[src/rtl/multi_seq_pkg.sv]
// Shared types and helpers for the multi-pattern serial sequence detector.
// Optional match counters are enabled with MULTI_SEQ_MATCH_CNT_EN (see top).
package multi_seq_pkg;

    localparam int MAX_PAT_LEN = 16;
    localparam int MAX_NUM_PAT = 8;
    localparam int LEN_W       = $clog2(MAX_PAT_LEN + 1);
    // Compare width covers the full history plus the incoming bit.
    localparam int CMP_W       = MAX_PAT_LEN + 1;

    typedef struct packed {
        logic [MAX_PAT_LEN-1:0] pat;
        logic [LEN_W-1:0]       len;
        logic                   ovl;
    } ch_cfg_t;

    // True when the low len bits of hist equal the low len bits of pat.
    function automatic logic masked_eq(
        input logic [CMP_W-1:0]       hist,
        input logic [MAX_PAT_LEN-1:0] pat,
        input logic [LEN_W-1:0]       len
    );
        logic [CMP_W-1:0] mask;
        for (int i = 0; i < CMP_W; i++) begin
            mask[i] = (i < int'(len));
        end
        return ((hist ^ {1'b0, pat}) & mask) == '0;
    endfunction

endpackage

[src/rtl/seq_channel.sv]
// One pattern channel: config, fill counter, length-masked compare and match pulse.
// Carries a saturating match counter when MULTI_SEQ_MATCH_CNT_EN is defined.
module seq_channel
    import multi_seq_pkg::*;
#(
    parameter int LW = 3
) (
    input  logic             clk,
    input  logic             rst,
    input  logic             x_valid,
    input  logic             cfg_wr,
    input  ch_cfg_t          cfg_in,
    input  logic [CMP_W-1:0] hist_next,
`ifdef MULTI_SEQ_MATCH_CNT_EN
    input  logic             cnt_clr,
    output logic [7:0]       match_cnt,
`endif
    output logic             z
);

    ch_cfg_t       cfg;
    logic [LW-1:0] fill;
    logic          match;

    always_comb begin
        // NOTE: default first so every path assigns match and no latch is inferred.
        match = 1'b0;
        if (x_valid && !cfg_wr && (cfg.len != '0) &&
            (int'(fill) + 1 >= int'(cfg.len))) begin
            match = masked_eq(hist_next, cfg.pat, cfg.len);
        end
    end

    // NOTE: config is a few flops, not a RAM, so it is reset like any other state;
    // non-blocking assignments keep every register update race-free.
    always_ff @(posedge clk or posedge rst) begin
        if (rst) begin
            cfg <= '0;
        end else if (cfg_wr) begin
            cfg <= cfg_in;
        end
    end

    // A non-overlap match restarts the count so a full new pattern is required.
    always_ff @(posedge clk or posedge rst) begin
        if (rst) begin
            fill <= '0;
        end else if (cfg_wr) begin
            fill <= '0;
        end else if (match && !cfg.ovl) begin
            fill <= '0;
        end else if (x_valid && (LEN_W'(fill) < cfg.len)) begin
            fill <= fill + LW'(1);
        end
    end

    always_ff @(posedge clk or posedge rst) begin
        if (rst) begin
            z <= 1'b0;
        end else begin
            z <= match;
        end
    end

`ifdef MULTI_SEQ_MATCH_CNT_EN
    always_ff @(posedge clk or posedge rst) begin
        if (rst) begin
            match_cnt <= '0;
        end else if (cnt_clr) begin
            match_cnt <= '0;
        end else if (match && (match_cnt != 8'hFF)) begin
            match_cnt <= match_cnt + 8'd1;
        end
    end
`endif

endmodule

[src/rtl/multi_seq_detector.sv]
// Serial detector for NUM_PAT programmable patterns sharing one history register.
// Define MULTI_SEQ_MATCH_CNT_EN to add per-channel match counters and cnt_clr.
module multi_seq_detector
    import multi_seq_pkg::*;
#(
    parameter  int NUM_PAT = 2,
    parameter  int PAT_LEN = 4,
    parameter  int LW      = $clog2(PAT_LEN + 1),
    localparam int SEL_W   = (NUM_PAT > 1) ? $clog2(NUM_PAT) : 1
) (
    input  logic                 clk,
    input  logic                 rst,
    input  logic                 X,
    input  logic                 x_valid,
    input  logic                 cfg_we,
    input  logic [SEL_W-1:0]     cfg_sel,
    input  logic [PAT_LEN-1:0]   cfg_pat,
    input  logic [LW-1:0]        cfg_len,
    input  logic                 cfg_ovl,
`ifdef MULTI_SEQ_MATCH_CNT_EN
    input  logic                 cnt_clr,
    output logic [NUM_PAT*8-1:0] match_cnt,
`endif
    output logic [NUM_PAT-1:0]   Z
);

    logic [PAT_LEN-1:0] hist;
    logic [PAT_LEN:0]   hist_next;
    ch_cfg_t            cfg_in;

    assign hist_next = {hist, X};

    always_ff @(posedge clk or posedge rst) begin
        if (rst) begin
            hist <= '0;
        end else if (x_valid) begin
            hist <= hist_next[PAT_LEN-1:0];
        end
    end

    // Lengths beyond the history depth are clamped at write time.
    always_comb begin
        cfg_in.pat = MAX_PAT_LEN'(cfg_pat);
        cfg_in.len = LEN_W'((cfg_len > LW'(PAT_LEN)) ? LW'(PAT_LEN) : cfg_len);
        cfg_in.ovl = cfg_ovl;
    end

    for (genvar i = 0; i < NUM_PAT; i++) begin : g_ch
        logic wr;
        // Selects at or above NUM_PAT match no channel and are dropped.
        assign wr = cfg_we && (cfg_sel == SEL_W'(i));

        seq_channel #(
            .LW (LW)
        ) u_ch (
            .clk       (clk),
            .rst       (rst),
            .x_valid   (x_valid),
            .cfg_wr    (wr),
            .cfg_in    (cfg_in),
            .hist_next (CMP_W'(hist_next)),
`ifdef MULTI_SEQ_MATCH_CNT_EN
            .cnt_clr   (cnt_clr),
            .match_cnt (match_cnt[i*8 +: 8]),
`endif
            .z         (Z[i])
        );
    end

endmodule

[config.mk]
export PLATFORM = sky130hd
export DESIGN_NAME = multi_seq_detector
export DESIGN_NICKNAME = d
export VERILOG_FILES = /design/src/rtl/multi_seq_pkg.sv /design/src/rtl/seq_channel.sv /design/src/rtl/multi_seq_detector.sv
export SDC_FILE = /design/constraint.sdc
export NUM_CORES = 1
export LEC_CHECK = 0
export CELL_PAD_IN_SITES_DETAIL_PLACEMENT = 1
export CELL_PAD_IN_SITES_GLOBAL_PLACEMENT = 1
export CORE_MARGIN = 1.5
export CORE_UTILIZATION = 40
export DETAILED_ROUTE_END_ITERATION = 16
export GPL_TIMING_DRIVEN = 0
export HOLD_SLACK_MARGIN = 0.05
export PLACE_DENSITY_LB_ADDON = 0.1
export SLEW_MARGIN = 20
export SYNTH_ARGS = -nofsm -noshare
export SYNTH_HDL_FRONTEND = slang
export SYNTH_SLANG_ARGS = --single-unit
[constraint.sdc]
create_clock -name clk -period 2.82 [get_ports clk]
set_clock_uncertainty 0.05 [all_clocks]
set_input_delay 0.423 -clock clk [delete_from_list [all_inputs] [get_ports clk]]
set_output_delay 0.423 -clock clk [all_outputs]
set_load 0.01 [all_outputs]
* Yosys cells after proc, flatten, opt, wreduce, memory -nomap -nowiden
Index checks and enable logic that the tools add are counted.
Word-level totals: register bits after elaboration 32, input bits 14, output and inout port bits 2, word-level logic and storage cells 90
Operators by class: add/sub/neg operators 4, $lt $le $gt $ge 39, mux-type cells 9, bitwise gates (word level) 5, reductions and logical operators 22
Operators by type and width (number):
- less-than comparator 4 x 5 -> 1 bit (first input constant) | 16
- >= comparator 32 x 6 -> 1 bit | 2
- less-than comparator 3 x 5 -> 1 bit (first input constant) | 8
- AND 17 bit | 2
- zero test 17 bit | 2
- 2-to-1 mux 3 bit | 7
- less-than comparator 1 x 5 -> 1 bit (first input constant) | 4
- less-than comparator 2 x 5 -> 1 bit (first input constant) | 4
- logical AND 1 bit | 12
- less-than comparator 3 x 5 -> 1 bit | 2
- less-than comparator 5 bit (first input constant) | 2
- nonzero test 5 bit | 2
- bitwise XOR 5 x 4 -> 5 bit | 2
- adder 3 x 1 -> 4 bit (second input constant) | 2
- adder 3 x 1 -> 3 bit (second input constant) | 2
- nonzero test 3 bit | 2
- zero test 1 bit | 4
- > comparator 3 bit (second input constant) | 1
- 2-to-1 mux 1 bit | 2
- inverter 1 bit | 1

* Longest topological paths before layout
Gate-level depths: netlist (run 1).
depth after elaboration 10, mapped depth 7, depth with buffers taken out 7

* Modules after synthesis
From an unflattened synthesis (run 1), not the netlist that was laid out.
Unflattened totals: cell total of the unflattened synthesis 285, area, all modules 3244.4 um^2
Modules (own cells, without submodules):
- seq_channel | times used 2, cells each 135, area each 1531.5 um^2, seq. area each 625.6 um^2
- multi_seq_detector | times used 1, cells each 15, area each 181.4 um^2, seq. area each 100.1 um^2

* Least setup slack after synthesis (run 1)
OpenSTA, ideal clock, no wires.
kind register to register, from reg g_ch[1].u_ch.fill[0], to reg g_ch[1].u_ch.fill[0], setup time 134 ps, arrival time 1830 ps, required time 2636 ps, path slack 807 ps, cell stages (with the launch flop) 8, buffers on the path 0, clock period less this slack 2013 ps, path through dfrtp_1 ha_1 ha_1 a21boi_0 o21ai_0 a2111o_1 nor3_2 nor3_1
Between the ends: word-level cells in the longest chain between the ends 7, elaborated cells on any way between the ends 12, those cells by class add/sub (2); order compare (2); mux (4); reduce/logical (4)
Ends and longest elaborated chain:
- from (decl) | line seq_channel.sv:22 | logic [LW-1:0] fill;
- from (signal assigned) | line seq_channel.sv:53 | fill <= fill + LW'(1);
- adder 3 x 1 -> 4 bit | line seq_channel.sv:29 | (int'(fill) + 1 >= int'(cfg.len))) begin
- >= comparator 32 x 6 -> 1 bit | line seq_channel.sv:29
- logical AND 1 bit | line seq_channel.sv:28 | if (x_valid && !cfg_wr && (cfg.len != '0) &&
- 2-to-1 mux 1 bit | line seq_channel.sv:28
- logical AND 1 bit | line seq_channel.sv:50 | end else if (match && !cfg.ovl) begin
- 2-to-1 mux 3 bit | line seq_channel.sv:50
- 2-to-1 mux 3 bit | line seq_channel.sv:48 | end else if (cfg_wr) begin
Parallel ways exist; a longest one is shown, timed or not. The select of a mux whose other input is x is not followed. A chain may end at the register's enable or synchronous reset.

* Worst setup path after layout (run 1)
Same ends and word-level chain as after synthesis.

==> results_dict.tcl, run 1 <==
set metrics [dict create \
    dr_total_vias 1164 \
    grt_usage_pct 17.95 \
    syn_inst 154 \
    path_cells "ha_1 > ha_1 > a21boi_0 > o21ai_0 > a2111o_1 > nor3_2 > nor3_1" \
    synth_edf_count 0 \
    hold_viol 0 \
    critPathKind "register to register" \
    clock-sinks 28 \
    maxSlewHeadroom_pct 60.03 \
    wl_met3_microns 142 \
    whs_path_depth 2 \
    grt_pass1_vias 1263 \
    holdCritPathClass "register to register" \
    cts-resized-gates 0 \
    syn_to_final_growth_pct 16.23 \
    initial_core_util_pct 42.32 \
    die_y_microns 65.71 \
    ys.flop_type "dfrtp_1" \
    cts_setup_buffers 0 \
    wl_mm 3.399 \
    ioPinCount 16 \
    ys_ff_latch 28 \
    synth.yosys.seq_area_share_pct 44.55 \
    path_buf_inv 0 \
    path_delay_family "compound AO/OA/AOI/OAI gates" \
    synth_top_area_share_pct 44.55 \
    drt-wirelength-per-cell_microns 15.45 \
    finalWorstSetupSlack_ns 0.5642 \
    grt_overflow 0 \
    status "completed" \
    setup_viol 0 \
    drv_cap 0 \
    clk_path_buf_depth 2 \
    final_layout_size_suffix_gt1_share_pct 11.05 \
    cp_common_cell "ha_1" \
    drt-met1-wl_mm 1.512 \
    gp_congestion 0.8771 \
    core_region_area_sq_mm 0.003716 \
    p_leak_nw 0.8336 \
    rows 22 \
    syn_avg_cell_area_sq_um 10.21 \
    ir_worst_vdd_v 0.0002298 \
    fin_nets 201 \
    cts_hold_buf 0 \
    die_x_microns 65.71 \
    cts_tree "done" \
    dieArea_sq_mm 0.004317 \
    cp_num_cells 7 \
    cp-start-kind "register" \
    fillers 425 \
    clkLatencyLatePin_ns 0.28 \
    h-tree-depth 1 \
    critPathCaptureType "register" \
    crit_required_ns 2.92 \
    cts_made_buffers 3 \
    worst_slew_pin_slew_ns 0.5987 \
    dr.first_iter.drc_count 37 \
    synth.net_count 182 \
    setup_tns_ns 0 \
    slowest_stage "dfrtp_1" \
    fin_crit_ns 2.256 \
    synthArstFlopShare_pct 100.0 \
    drtPass1Iterations 4 \
    postRouteAntennaNets 0 \
    synthDistinctLibCells 33 \
    grt_pass1_wl_mm 5.858 \
    synthTopCellsByArea "dfrtp_1 45%, ha_1 11%, mux2_2 6.4%" \
    grt_max_degree 29 \
    hpwl_mm 2.636 \
    cts-root-buf "clkbuf_8" \
    dp_worst_setup_slack_ns 0.5876 \
    vias_per_cell 5.291 \
    final_max_slew_viol_count 0 \
    powerDensity_mw_per_mm2 689.1 \
    drcViolationCount 0 \
    syn_area_sq_mm 0.001573 \
    critPathMaxStageDelay_ns 0.44 \
    dr_wl_met2_mm 1.715 \
    topRoutingLayerUsed "met4" \
    ys_warn_count 0 \
    synth_top_cell_by_area "dfrtp_1" \
    rr_worst_depth 7 \
    max_freq_ghz 0.4433 \
    portBuffers 14 \
    n_antenna_cell 0 \
    path_max_fanout 4 \
    fin_crit_sh_pct 79.99 \
    antenna_found_initial 0 \
    clkSlewWorstSetupHoldPaths_ns 0.10 \
    r2r_slack_ns 0.56 \
    rsz0062_at_grt "no" \
    worstPathArrival_ns 2.36 \
]
-- cell usage in the layout, fill, tap and decap left out, types with 2 or more instances in the layout --
cell              n
mux2i_1           2
nor3_1            8
buf_4             2
dfrtp_1          28
xor2_1            6
a21boi_0          2
nand2b_1          4
xnor2_1           8
inv_1             8
nand2_1          25
ha_1             14
mux2_2            9
clkdlybuf4s50_1  14
nor2_1            3
clkbuf_1          3
o21ai_0          11
a31oi_1           2
clkbuf_8          4
nor2b_1           2
-- routing by layer --
layer  GRT usage [%]  vias up
li1                -      558
met1           22.19      582
met2           32.07       20
met3           3.596        4
met4           3.906        0
met5               0        -
-- through the flow --
stage / power, W / hold slack, ns / instances / util, % / area, sq um
detailed placement: 0.001012 / 0.4396 / 216 / 47.71 / 1773
floorplan: 0.0008723 / 0.3971 / 154 / - / 1573
CTS: 0.001271 / 0.4681 / 220 / 49.19 / 1828
global route: 0.001357 / 0.4812 / 220 / 49.19 / 1828
finish: 0.001260 / 0.4555 / 220 / 49.19 / 1828
global placement: 0.0009694 / 0.4279 / 216 / 47.71 / 1773
-- cells in the mapped netlist, drive strengths merged (2+ instances only) --
library cell,count
nand2,25
o21ai,11
nor3,9
inv,9
nand2b,4
dfrtp,28
buf,3
ha,14
mux2i,2
nor2b,2
a31oi,2
mux2,9
xnor2,8
a21boi,2
xor2,6
nor2,3
clkbuf,3
-- final timing paths --
path	from	to
worst min register to register	g_ch[0].u_ch.cfg[0]	g_ch[0].u_ch.cfg[0]
max in group asynchronous	rst	g_ch[0].u_ch.cfg[7]
worst min-delay path	g_ch[0].u_ch.cfg[0]	g_ch[0].u_ch.cfg[0]
worst max register to register	g_ch[1].u_ch.fill[0]	g_ch[1].u_ch.fill[0]
min in group asynchronous	rst	g_ch[1].u_ch.cfg[0]
worst max-delay path	g_ch[1].u_ch.fill[0]	g_ch[1].u_ch.fill[0]
-- sequential cells by signal, indices dropped and copies added (netlist names) --
name            count
g_ch.u_ch.cfg      16
g_ch.u_ch.fill      6
g_ch.u_ch.z         2
hist                4
-- kinds of logic after synthesis --
group,Yosys count,synth area share [%]
simple gates,47,14.00
buf+inv,15,4.136
compound gates,25,10.66
fa+ha+maj,14,11.14
mux,11,7.717
xor+xnor,14,7.796
flops,28,44.55
-- tightest hold or removal path, stage by stage, from the launching register on --
cell and delay (ns):
dfrtp_1 0.37, nand2_1 0.05, nand2_1 0.06
-- cell type report --
type / instances / area [sq um] / share of cell area [%]
sequential: 28 / 700.7 / 38.33
tap: 48 / 60.06 / 3.285
multi-input combinational: 111 / 807.0 / 44.15
timing repair buffer: 14 / 140.1 / 7.666
inverter: 9 / 33.78 / 1.848
buffer: 6 / 31.28 / 1.711
clock buffer: 4 / 55.05 / 3.012
-- report_power, final --
| group | switching [W] | internal, W | leakage, nW |
|---|---|---|---|
| sequential | 0.0000857 | 0.000475 | 0.352 |
| combinational | 0.000221 | 0.000221 | 0.453 |
| clock | 0.000132 | 0.000125 | 0.0288 |
| total | 0.000438 | 0.000822 | 0.834 |
Note: power is estimated with default switching activity, not from simulation.
==> run 2: changes to the inputs <==
CORE_UTILIZATION = 39   (was 40)
clock period = 2.03 ns   (was 2.82 ns; I/O delays follow)
==> results_dict.tcl, run 2 (synthesized netlist as in run 1, its figures left out) <==
set metrics [dict create \
    combPwrFrac_pct 42.9 \
    p_sw_w 0.0006672 \
    hpwl_mm 2.564 \
    utilization_pct 51.03 \
    worstPathArrival_ns 2.18 \
    largest_reg_flops 16 \
    dr.first_iter.drc_count 27 \
    layout_commonest_cell "dfrtp_1" \
    clock-sinks 28 \
    path_max_fanout 3 \
    cts_tree "done" \
    clk_path_buf_depth 2 \
    p_clk_share_pct 17.5 \
    final_layout_size_suffix_gt1_share_pct 17.42 \
    vias_per_cell 5.080 \
    wl_mm 3.454 \
    portBuffers 14 \
    p_int_w 0.001277 \
    dr_total_vias 1148 \
    critPathMaxStageDelay_ns 0.44 \
    drv_cap 0 \
    grt_overflow 0 \
    grt_pass1_wl_mm 5.927 \
    critPathKind "register to register" \
    h-tree-depth 1 \
    grt_usage_pct 17.98 \
    hold_ws_ns 0.3552 \
    switching_share_pct 34.32 \
    path_cells "ha_4 > ha_4 > a21boi_2 > o21ai_1 > a2111o_1 > nor3_2 > nor3_1" \
    ir_worst_vdd_v 0.0003143 \
    fin_nets 207 \
    gp_congestion 0.8137 \
    slowest_stage "dfrtp_1" \
    die_x_microns 66.51 \
    cp-start-kind "register" \
    postRouteAntennaNets 0 \
    dieArea_sq_mm 0.004423 \
    status "finished, violations left" \
    ioPinCount 16 \
    powerDensity_mw_per_mm2 1010 \
    hold_viol 0 \
    clkLatencyLatePin_ns 0.27 \
    antenna_found_initial 0 \
    initial_core_util_pct 41.71 \
    cts_made_buffers 3 \
    critPathCaptureType "register" \
    power_frac_seq_pct 39.5 \
    reg_top3 "g_ch.u_ch.cfg x16, g_ch.u_ch.fill x6, hist x4" \
    final_max_slew_viol_count 0 \
    crit_required_ns 2.12 \
    setup_viol 3 \
    cts-root-buf "clkbuf_8" \
    drt-wirelength-per-cell_microns 15.28 \
    syn_to_final_growth_pct 22.36 \
    rsz0062_at_grt "yes" \
    grt_max_degree 29 \
    final_cell_mix "28 x dfrtp_1, 25 x nand2_1, 14 x clkdlybuf4s50_1" \
    drtPass1Iterations 4 \
    clkSlewWorstSetupHoldPaths_ns 0.09 \
    cp_common_cell "ha_4" \
    cts_hold_buf 0 \
    core_region_area_sq_mm 0.003771 \
    p_leak_nw 0.8683 \
    fin_crit_sh_pct 102.9 \
    fin_crit_ns 2.088 \
    worst_slew_pin_slew_ns 0.5827 \
    top_register "g_ch.u_ch.cfg" \
    maxSlewHeadroom_pct 61.10 \
    drcViolationCount 0 \
    n_antenna_cell 0 \
    rr_worst_depth 7 \
    fillers 421 \
    die_y_microns 66.51 \
    holdCritPathClass "input port to async pin" \
    rows 22 \
    grt_pass1_vias 1297 \
    violations "negative setup slack" \
    max_freq_ghz 0.4789 \
    finalWorstSetupSlack_ns -0.05824 \
]
## run 2: cell type report
cell class | count | area (sq um) | area share, %
Sequential cell | 28 | 700.7 | 36.41
Inverter | 9 | 33.78 | 1.756
Timing Repair Buffer | 20 | 188.9 | 9.818
Buffer | 6 | 31.28 | 1.625
Tap cell | 48 | 60.06 | 3.121
Multi-Input combinational cell | 111 | 854.6 | 44.41
Clock buffer | 4 | 55.05 | 2.861
## run 2: power by group through the flow
stage	clock network (W)	logic (W)	registers (W)
global route	0.000372	0.000955	0.000784
detailed placement	0	0.000609	0.000790
CTS	0.000349	0.000743	0.000756
finish	0.000341	0.000835	0.000769
floorplan	0	0.000460	0.000752
global placement	0	0.000565	0.000784
## run 2: final timing paths
path	slack (ns)	from	end
max	-0.06	g_ch[1].u_ch.fill[0]	g_ch[1].u_ch.fill[2]
min	0.36	rst	g_ch[1].u_ch.cfg[6]
max reg2reg	-0.06	g_ch[1].u_ch.fill[0]	g_ch[1].u_ch.fill[2]
min reg2reg	0.46	g_ch[0].u_ch.cfg[9]	g_ch[0].u_ch.cfg[9]
max in group asynchronous	1.19	rst	g_ch[0].u_ch.cfg[9]
min in group clk	0.41	x_valid	hist[0]
## run 2: critical path: cells and delay by family (launching register included)
kind,cells,cell delay (ns)
AOI/OAI and AO/OA,3,0.62
adders and majority gates,2,0.52
DFF,1,0.44
and+or+nand+nor,2,0.32
## run 2: repair_timing
| item | CTS | global route |
|---|---|---|
| pin swaps | 8 | 6 |
| gates resized for setup | 7 | 6 |
| cloned | 0 | 0 |
| endpoints found under the setup margin | 6 | 7 |
| buffers inserted | 5 | 2 |
## run 2: metrics by stage
stage          power (W)  instance area, sq um  std cells  setup WS, ns  TNS, ns
2_1_floorplan   0.001212                  1573        154       0.01674        0
3_3_place_gp    0.001349                  1773        216       -0.1467  -0.7913
3_5_place_dp    0.001398                  1773        216       -0.1881   -1.030
4_1_cts         0.001848                  1878        225       -0.1390  -0.4686
5_1_grt         0.002111                  1924        226       -0.1186  -0.6419
6_report        0.001944                  1924        226      -0.05824  -0.1548
## run 2: routing by layer
layer | vias up | share of wire [%] | global-route usage, %
met5 | - | 0 | 0
met4 | 0 | 0.55 | 3.827
met3 | 2 | 3.0 | 2.872
met2 | 14 | 50 | 32.50
met1 | 560 | 47 | 22.45
li1 | 572 | - | -
==> run 3: changes to the inputs <==
CELL_PAD_IN_SITES_GLOBAL_PLACEMENT = 2   (was 1)
CORE_UTILIZATION = 32   (was 39)
==> results_dict.tcl, run 3 (synthesized netlist as in run 1, its figures left out) <==
set metrics [dict create \
    h-tree-depth 1 \
    path_max_fanout 3 \
    dpl_cell_area_sq_mm 0.001797 \
    cts_made_buffers 3 \
    hpwl_mm 2.780 \
    initial_core_util_pct 33.30 \
    n_antenna_cell 0 \
    rr_worst_depth 7 \
    clkSlewWorstSetupHoldPaths_ns 0.10 \
    final_max_slew_viol_count 0 \
    hold_viol 0 \
    powerDensity_mw_per_mm2 996.1 \
    setup_viol 3 \
    critPathMaxStageDelay_ns 0.43 \
    top_register "g_ch.u_ch.cfg" \
    drtPass1Iterations 4 \
    status "finished, violations left" \
    cp-start-kind "register" \
    final_cell_mix "28 x dfrtp_1, 25 x nand2_1, 14 x clkdlybuf4s50_1" \
    portBuffers 14 \
    r2r_slack_ns -0.04 \
    cts-root-buf "clkbuf_8" \
    dr.first_iter.drc_count 22 \
    grt_pass1_vias 1332 \
    rsz0062_at_grt "yes" \
    clkLatencyLatePin_ns 0.28 \
    grt_pass1_wl_mm 6.113 \
    cts_tree "done" \
    reg2reg_to "g_ch[1].u_ch.fill[0]" \
    layout_commonest_cell "dfrtp_1" \
    gp_congestion 0.8126 \
    syn_to_final_growth_pct 25.70 \
    rows 25 \
    grt_max_degree 29 \
    worst_slew_pin_slew_ns 0.6097 \
    critPathKind "register to register" \
    drv_cap 0 \
    vias_per_cell 4.785 \
    grt_overflow 0 \
    antenna_found_initial 0 \
    core_region_area_sq_mm 0.004723 \
    holdCritPathClass "input port to async pin" \
    setup_tns_ns -0.09819 \
    cts_hold_buf 0 \
    wl_mm 3.672 \
    die_x_microns 73.11 \
    p_leak_nw 0.8834 \
    drt-wirelength-per-cell_microns 14.87 \
    cp_common_cell "ha_4" \
    maxSlewHeadroom_pct 59.30 \
    utilization_pct 41.85 \
    reg_top3 "g_ch.u_ch.cfg x16, g_ch.u_ch.fill x6, hist x4" \
    drcViolationCount 0 \
    slowest_stage "dfrtp_1" \
    fin_nets 209 \
    finalWorstSetupSlack_ns -0.04010 \
    die_y_microns 73.11 \
    clk_path_buf_depth 2 \
    ioPinCount 16 \
    design_area_sq_mm 0.001977 \
    final_layout_size_suffix_gt1_share_pct 19.44 \
    r2r-start "g_ch[1].u_ch.fill[0]" \
    dr_total_vias 1182 \
    crit_required_ns 2.13 \
    max_freq_ghz 0.4831 \
    clock-sinks 28 \
    postRouteAntennaNets 0 \
    largest_reg_flops 16 \
    violations "negative setup slack" \
    ir_worst_vdd_v 0.0002977 \
    path_cells "ha_4 > ha_4 > a21boi_2 > o21ai_1 > a2111o_1 > nor3_4 > nor3_1" \
    dieArea_sq_mm 0.005344 \
    grt_usage_pct 15.37 \
    fin_crit_sh_pct 102.0 \
    fin_crit_ns 2.070 \
    worstPathArrival_ns 2.17 \
    critPathCaptureType "register" \
]
-- run 3: cell count changes in the layout (fill, tap and decap cells not counted), sizes merged --
cell  before  now
buf        9   11
-- run 3: timing repair --
action                                 CTS  global route
setup endpoints to repair                6             7
resized for setup                        8             6
gates cloned                             0             0
pin swaps                                9            11
setup buffers                            5             3
endpoints found under the hold margin    0             0
-- run 3: layer usage --
metal / routed length, microns / track usage (%)
met1: 1706 / 18.05
met2: 1821 / 27.88
met3: 97 / 3.315
met4: 46 / 4.403
met5: 0 / 0
-- run 3: critical path: cells and delay by family, from the launching register on --
kind	cells	cell delay, ns
simple gates	2	0.32
compound gates	3	0.63
fa+ha+maj	2	0.52
flops	1	0.43
-- run 3: area by class of cell --
cell class              count  area [sq um]
fillers                   545          2746
plain buffers               6         31.28
inverters                   9         33.78
repair buffers             22         200.2
flip-flops and latches     28         700.7
well taps                  67         83.83
multi-input cells         111         872.1
clock buffers               4         55.05
-- run 3: report_power, final --
| part | switching, W | leakage (nW) | internal (W) |
|---|---|---|---|
| clock network | 0.000176 | 0.0288 | 0.000174 |
| logic | 0.000380 | 0.503 | 0.000470 |
| registers | 0.000108 | 0.352 | 0.000661 |
| total | 0.000665 | 0.883 | 0.00130 |
-- run 3: worst max path at each step --
stage / from / endpoint / slack [ns] / cells after the start
floorplan: g_ch[1].u_ch.fill[0] / g_ch[1].u_ch.fill[0] / 0.02 / 7
global placement: g_ch[1].u_ch.fill[0] / g_ch[1].u_ch.fill[0] / -0.17 / 7
detailed placement: g_ch[1].u_ch.fill[0] / g_ch[1].u_ch.fill[2] / -0.21 / 7
CTS: g_ch[1].u_ch.fill[1] / g_ch[1].u_ch.fill[2] / -0.16 / 7
global route: g_ch[1].u_ch.fill[0] / g_ch[1].u_ch.fill[0] / -0.12 / 7
finish: g_ch[1].u_ch.fill[0] / g_ch[1].u_ch.fill[0] / -0.04 / 7
-- run 3: through the flow --
stage,hold slack [ns],total power (W),setup WS (ns),std cells
after floorplan,0.3199,0.001212,0.01674,154
after global placement,0.4283,0.001361,-0.1719,235
after detailed placement,0.4422,0.001402,-0.2136,235
after CTS,0.3794,0.001878,-0.1639,244
after global routing,0.3941,0.002137,-0.1181,247
final,0.3603,0.001969,-0.04010,247
